File: config.mk
export PLATFORM = sky130hd
export DESIGN_NAME = fix_field_parser
export DESIGN_NICKNAME = d
export VERILOG_FILES = /design/src/rtl/fix_pkg.sv /design/src/rtl/fix_tag_accum.sv /design/src/rtl/fix_field_parser.sv
export SDC_FILE = /design/constraint.sdc
export NUM_CORES = 1
export LEC_CHECK = 0
export ABC_AREA = 1
export BUFFER_PORTS_ARGS = -buffer_cell sky130_fd_sc_hd__clkbuf_2
export CELL_PAD_IN_SITES_DETAIL_PLACEMENT = 0
export CELL_PAD_IN_SITES_GLOBAL_PLACEMENT = 2
export CORE_UTILIZATION = 30
export DETAILED_ROUTE_END_ITERATION = 8
export PLACE_DENSITY_LB_ADDON = 0.1
export SLEW_MARGIN = 0
export SYNTH_ARGS = -nofsm -noshare
export SYNTH_HDL_FRONTEND = slang
export SYNTH_SLANG_ARGS = --single-unit
export TNS_END_PERCENT = 5
File: constraint.sdc
create_clock -name clk -period 2.4 [get_ports clk]
set_input_delay 0.24 -clock clk [delete_from_list [all_inputs] [get_ports clk]]
set_output_delay 0.24 -clock clk [all_outputs]
set_load 0.01 [all_outputs]
File: src/rtl/fix_pkg.sv
// Shared types and constants for the FIX field parser: beat kinds, parser
// states, error codes and default delimiter bytes.
package fix_pkg;

  typedef enum logic [1:0] {
    VALUE_BYTE = 2'd0,
    TAG_DONE   = 2'd1,
    FIELD_END  = 2'd2,
    ERROR      = 2'd3
  } kind_e;

  typedef enum logic [1:0] {
    IDLE,
    TAG,
    VALUE,
    ERR
  } state_e;

  localparam logic [2:0] ERR_NONE      = 3'd0;
  localparam logic [2:0] ERR_EMPTY_TAG = 3'd1;
  localparam logic [2:0] ERR_TAG_OVF   = 3'd2;
  localparam logic [2:0] ERR_BAD_TAG   = 3'd3;
  localparam logic [2:0] ERR_VAL_OVF   = 3'd4;
  localparam logic [2:0] ERR_EMPTY_VAL = 3'd5;

  localparam logic [7:0] SOH_DEF = 8'h01;
  localparam logic [7:0] SEP_DEF = 8'h3D;

endpackage

File: src/rtl/fix_tag_accum.sv
// ASCII-decimal tag accumulator: digit detect, tag*10+digit, digit count and
// overflow flag. A restart makes the current byte behave as the first digit.
module fix_tag_accum
  import fix_pkg::*;
#(
  parameter int TAG_W          = 17,
  parameter int MAX_TAG_DIGITS = 5
) (
  input  logic             clk,
  input  logic             rst,
  input  logic             restart,
  input  logic             load,
  input  logic             clear,
  input  logic [7:0]       data,
  output logic             is_digit,
  output logic             ovf,
  output logic             empty,
  output logic [TAG_W-1:0] tag
);

  localparam int CNT_W = $clog2(MAX_TAG_DIGITS + 1);

  logic [TAG_W-1:0] acc;
  logic [CNT_W-1:0] digits;
  logic [TAG_W-1:0] base_tag;
  logic [CNT_W-1:0] base_digits;
  logic [TAG_W-1:0] next_tag;

  always_comb begin
    base_tag    = restart ? '0 : acc;
    base_digits = restart ? '0 : digits;
    is_digit    = (data >= 8'h30) && (data <= 8'h39);
    ovf         = (base_digits == CNT_W'(MAX_TAG_DIGITS));
    empty       = (base_digits == '0);
    tag         = base_tag;
    next_tag    = base_tag * TAG_W'(10) + TAG_W'(data[3:0]);
  end

  always_ff @(posedge clk or negedge rst) begin
    if (!rst) begin
      acc    <= '0;
      digits <= '0;
    end else if (load) begin
      acc    <= next_tag;
      digits <= base_digits + CNT_W'(1);
    end else if (clear) begin
      acc    <= '0;
      digits <= '0;
    end
  end

endmodule

File: src/rtl/fix_field_parser.sv
// FIX tag/value stream parser: binary tag numbers, value bytes with length,
// field-end and error beats, and a running mod-256 checksum since SOF.
module fix_field_parser
  import fix_pkg::*;
#(
  parameter int         TAG_W          = 17,
  parameter int         MAX_TAG_DIGITS = 5,
  parameter int         VLEN_W         = 8,
  parameter int         MAX_VAL_LEN    = 255,
  parameter logic [7:0] SOH_C          = SOH_DEF,
  parameter logic [7:0] SEP_C          = SEP_DEF
) (
  input  logic              clk,
  input  logic              rst,
  input  logic              in_valid,
  output logic              in_ready,
  input  logic [7:0]        in_data,
  input  logic              in_sof,
  output logic              out_valid,
  input  logic              out_ready,
  output logic [1:0]        out_kind,
  output logic [7:0]        out_data,
  output logic [TAG_W-1:0]  out_tag,
  output logic [VLEN_W-1:0] out_vlen,
  output logic [2:0]        out_err,
  output logic [7:0]        out_sum
);

  state_e            state;
  state_e            st_eff;
  state_e            nstate;
  logic [VLEN_W-1:0] vlen;
  logic [VLEN_W-1:0] vlen_eff;
  logic [VLEN_W-1:0] vlen_nxt;
  logic [VLEN_W-1:0] bvlen;
  logic [7:0]        bdata;
  logic [2:0]        err;
  kind_e             kind;
  logic              beat;
  logic              accept;
  logic              acc_load;
  logic              acc_clear;
  logic              is_digit;
  logic              tag_ovf;
  logic              tag_empty;
  logic [TAG_W-1:0]  acc_tag;

  assign in_ready = !out_valid || out_ready;
  assign accept   = in_valid && in_ready;

  fix_tag_accum #(
    .TAG_W          (TAG_W),
    .MAX_TAG_DIGITS (MAX_TAG_DIGITS)
  ) u_tag (
    .clk      (clk),
    .rst      (rst),
    .restart  (in_sof),
    .load     (accept && acc_load),
    .clear    (accept && acc_clear),
    .data     (in_data),
    .is_digit (is_digit),
    .ovf      (tag_ovf),
    .empty    (tag_empty),
    .tag      (acc_tag)
  );

  // An SOF byte is decoded as if the parser were already in TAG with a fresh field.
  always_comb begin
    st_eff    = in_sof ? TAG : state;
    vlen_eff  = in_sof ? '0 : vlen;
    nstate    = st_eff;
    beat      = 1'b0;
    kind      = VALUE_BYTE;
    err       = ERR_NONE;
    bdata     = '0;
    bvlen     = vlen_eff;
    vlen_nxt  = vlen_eff;
    acc_load  = 1'b0;
    acc_clear = in_sof;
    unique case (st_eff)
      IDLE: ;
      TAG: begin
        if (is_digit) begin
          if (tag_ovf) begin
            beat   = 1'b1;
            kind   = ERROR;
            err    = ERR_TAG_OVF;
            nstate = ERR;
          end else begin
            acc_load = 1'b1;
          end
        end else if (in_data == SEP_C) begin
          beat = 1'b1;
          if (tag_empty) begin
            kind   = ERROR;
            err    = ERR_EMPTY_TAG;
            nstate = ERR;
          end else begin
            kind   = TAG_DONE;
            bvlen  = '0;
            nstate = VALUE;
          end
        end else begin
          beat   = 1'b1;
          kind   = ERROR;
          err    = ERR_BAD_TAG;
          nstate = ERR;
        end
      end
      VALUE: begin
        beat = 1'b1;
        if (in_data != SOH_C) begin
          if (vlen_eff == VLEN_W'(MAX_VAL_LEN)) begin
            kind   = ERROR;
            err    = ERR_VAL_OVF;
            nstate = ERR;
          end else begin
            vlen_nxt = vlen_eff + VLEN_W'(1);
            bvlen    = vlen_nxt;
            bdata    = in_data;
          end
        end else begin
          kind      = (vlen_eff == '0) ? ERROR : FIELD_END;
          err       = (vlen_eff == '0) ? ERR_EMPTY_VAL : ERR_NONE;
          acc_clear = 1'b1;
          vlen_nxt  = '0;
          nstate    = TAG;
        end
      end
      ERR: begin
        if (in_data == SOH_C) begin
          acc_clear = 1'b1;
          vlen_nxt  = '0;
          nstate    = TAG;
        end
      end
      default: ;
    endcase
  end

  always_ff @(posedge clk or negedge rst) begin
    if (!rst) begin
      state     <= IDLE;
      vlen      <= '0;
      out_valid <= 1'b0;
      out_kind  <= '0;
      out_data  <= '0;
      out_tag   <= '0;
      out_vlen  <= '0;
      out_err   <= '0;
      out_sum   <= '0;
    end else if (accept) begin
      state     <= nstate;
      vlen      <= vlen_nxt;
      out_valid <= beat;
      out_sum   <= in_sof ? in_data : out_sum + in_data;
      if (beat) begin
        out_kind <= kind;
        out_data <= bdata;
        out_tag  <= acc_tag;
        out_vlen <= bvlen;
        out_err  <= err;
      end
    end else if (out_ready) begin
      out_valid <= 1'b0;
    end
  end

endmodule

==> flow_summary.json <==
{
  "grt_pass1_wl_um": 28600,
  "cp.arrival_ps": 2650,
  "final_common_cell": "nand2_1",
  "cts_buffers": 9,
  "endpoint": "u_tag.acc[12]$_DFFE_PN0P_",
  "pwr-share-seq_pct": 34.6,
  "ant_nets": 0,
  "dr.pass1.iters": 4,
  "swShare_pct": 37.1,
  "max_slew_margin_pct": 63.5,
  "syn_nets": 842,
  "power_density_nw_per_um2": 707,
  "p_comb_share_pct": 36.4,
  "critPathLaunch": "u_tag.acc[2]$_DFFE_PN0P_",
  "grt_pass1_vias": 5741,
  "grt_max_degree": 41,
  "p_int_w": 0.00331,
  "fin_nets": 993,
  "crit_fanout": 3,
  "power_switching_w": 0.00195,
  "drt-initial-drc-count": 223,
  "routed_wl_um": 17700,
  "fp.dieH_um": 137,
  "reg2regPathDepth": 14,
  "worstSetupPathType": "reg2reg",
  "root_buffer": "clkbuf_16",
  "synth.cell_area_um2": 5500,
  "cts_tree": "yes",
  "place.gp.congestion": 0.859,
  "antenna_found_initial": 0,
  "fin_hold_ws_ps": 194,
  "clk_pin_slew_ps": 70,
  "reg2reg_slack_ps": -20,
  "synth_cell_types": 43,
  "ios": 61,
  "ys_warn_count": 0,
  "synth_seq_cells": 77,
  "cp_common_cell": "nor2_4",
  "core_region_area_um2": 18000,
  "r2r_start": "u_tag.acc[2]$_DFFE_PN0P_",
  "track_usage_pct": 20.0,
  "setup_slack_ps": -20.8,
  "post_dp_cell_area_um2": 6850,
  "portBuffers": 60,
  "grt_overflow": 0,
  "rows": 49,
  "clkPwrFrac_pct": 28.9,
  "post-route-period-util_pct": 101,
  "drcViolationCount": 0,
  "end_kind": "register",
  "cp_data_required_time_ps": 2630,
  "die-area_um2": 18900,
  "fmax_mhz": 413,
  "htreeDepth": 3,
  "synth_cells": 790,
  "vias_per_cell": 4.74,
  "crit_family": "adder cells",
  "seq_area_frac_synth_pct": 35.0,
  "area_growth_pct": 35.1,
  "initial_core_util_pct": 30.6,
  "fin_area_um2": 7440,
  "holdCritPathClass": "in2reg",
  "postSynthAreaPerCell_um2": 6.97,
  "irDropWorstVdd_mv": 0.376,
  "rsz0062_at_grt": "true",
  "worstMarginPinSlew_ps": 547,
  "clk_latency_ps": 350,
  "cpMaxStageDelayCell": "fa_2",
  "min_period_ps": 2420,
  "outcome": "complete, but fails checks",
  "cts_buffer_depth": 2,
  "via_count": 5572,
  "cts.sinks": 77,
  "violations": "setup timing",
  "drive_gt1_share_pct": 29.9,
  "antenna_cells_inserted": 0,
  "post-route-util_pct": 41.4,
  "leakage_nw": 3.72,
  "setup_viol": 5,
  "hpwl_um": 14000,
  "reg2reg_to": "u_tag.acc[12]$_DFFE_PN0P_",
  "drv_slew": 0,
  "path_cells": "inv_2 > nor2_4 > ha_4 > ha_4 > fa_2 > nand2_2 > inv_2 > nand4_1 > nor2_4 > nand2_4 > nor2_4 > nand2_1 > nand2_1 > o22ai_1",
  "n_fill_cell": 1893,
  "cp_num_buf_inv": 2,
  "slowest_delay_ps": 590,
  "wl_per_cell_um": 15.1,
  "die_x_um": 137,
  "finalHoldViolCount": 0,
  "final_cell_mix": "nand2_1 (220), buf_4 (94), inv_1 (89)",
  "cp_num_cells": 14,
  "skew_ps": 10.6,
  "start_kind": "register",
  "cap_viol_max_count": 0
}
state kept, by name, indices dropped and copies added (netlist names):
signal	cells
out_vlen	8
out_sum	8
out_err	3
out_tag	17
vlen	8
out_kind	2
u_tag.acc	17
state	2
u_tag.digits	3
out_data	8
out_valid	1
how the worst min path moves through the flow:
stage                         start                 endpoint  slack (ps)  cells after the start
final                     out_ready    out_valid$_DFFE_PN0P_         190                      4
after floorplan                 rst  out_data[0]$_DFFE_PN0P_         -60                      0
after CTS                 out_ready    out_valid$_DFFE_PN0P_         180                      4
after detailed placement        rst  out_vlen[7]$_DFFE_PN0P_         280                      1
after global placement          rst  out_vlen[7]$_DFFE_PN0P_         270                      1
after global routing      out_ready    out_valid$_DFFE_PN0P_         220                      4
metal layers:
metal / GRT usage (%) / routed length (um)
met5: 0 / 0
met4: 7.33 / 323
met3: 2.87 / 434
met2: 37.6 / 9550
met1: 22.6 / 7420
power by group through the flow:
stage	combinational [W]	clock (W)	sequential, W
finish	0.00191	0.00152	0.00182
global route	0.00219	0.00163	0.00186
CTS	0.00195	0.00157	0.00182
detailed placement	0.00194	0	0.00184
global placement	0.00192	0	0.00184
floorplan	0.00109	0	0.00194
logic make-up after synthesis:
| logic type | share of synthesized area [%] |
|---|---|
| and+or+nand+nor | 32.1 |
| xor gates and xnor gates | 2.52 |
| adders and majority gates | 9.14 |
| buffers and inverters | 9.48 |
| DFF | 35.0 |
| AOI/OAI and AO/OA | 11.7 |
timing repair:
action / CTS / global route
setup buffers: 3 / 2
setup endpoints to repair: 9 / 9
hold buffers: 1 / 0
pin swaps: 12 / 17
endpoints found under the hold margin: 37 / 0
gates resized for setup: 35 / 32
worst register-to-register path, cell delays in order, from the launching register on:
cell	delay [ps]
dfrtp_1	380
inv_2	80
nor2_4	60
ha_4	170
ha_4	160
fa_2	590
nand2_2	60
inv_2	40
nand4_1	140
nor2_4	190
nand2_4	90
nor2_4	140
nand2_1	70
nand2_1	70
o22ai_1	60
final cells by class:
class                      instances  area (um^2)  area share (%)
timing repair buffer             158         1080            14.6
tap                              229          287            3.85
clock buffer                      10          229            3.08
inverter                         111          422            5.67
sequential                        77         1930            25.9
multi-input combinational        584         3400            45.7
clock inverter                     6         93.8            1.26
cell usage after synthesis, drive strengths merged:
master	number	area, um^2
nand2	240	921
o221ai	1	8.76
a31o	1	8.76
fa	2	40.0
inv	109	409
buf	14	85.1
a22oi	4	30.0
nand3b	1	7.51
and2	1	6.26
o22ai	9	56.3
o21ai	49	245
nor3	5	30.0
o31ai	1	7.51
dfrtp	77	1930
or2	4	25.0
xnor2	5	43.8
o211ai	3	22.5
clkinv	2	12.5
xor2	10	95.1
ha	37	463
a22o	1	8.76
nand4	14	100
a21oi	42	214
a31oi	7	43.8
nor4	1	6.26
clkbuf	4	15.0
nor2	101	437
nand3	45	235
metrics by stage:
stage | total power (W) | setup TNS (ps) | worst slack, ps | cells
final | 0.00526 | -76.9 | -20.8 | 1175
after detailed placement | 0.00379 | -4470 | -672 | 1153
after CTS | 0.00535 | 0 | 2.22 | 1173
after global routing | 0.00569 | -1140 | -177 | 1175
after global placement | 0.00376 | -4040 | -677 | 1153
after floorplan | 0.00303 | -94.8 | -29.9 | 790
(Power assumes the default switching activity.)
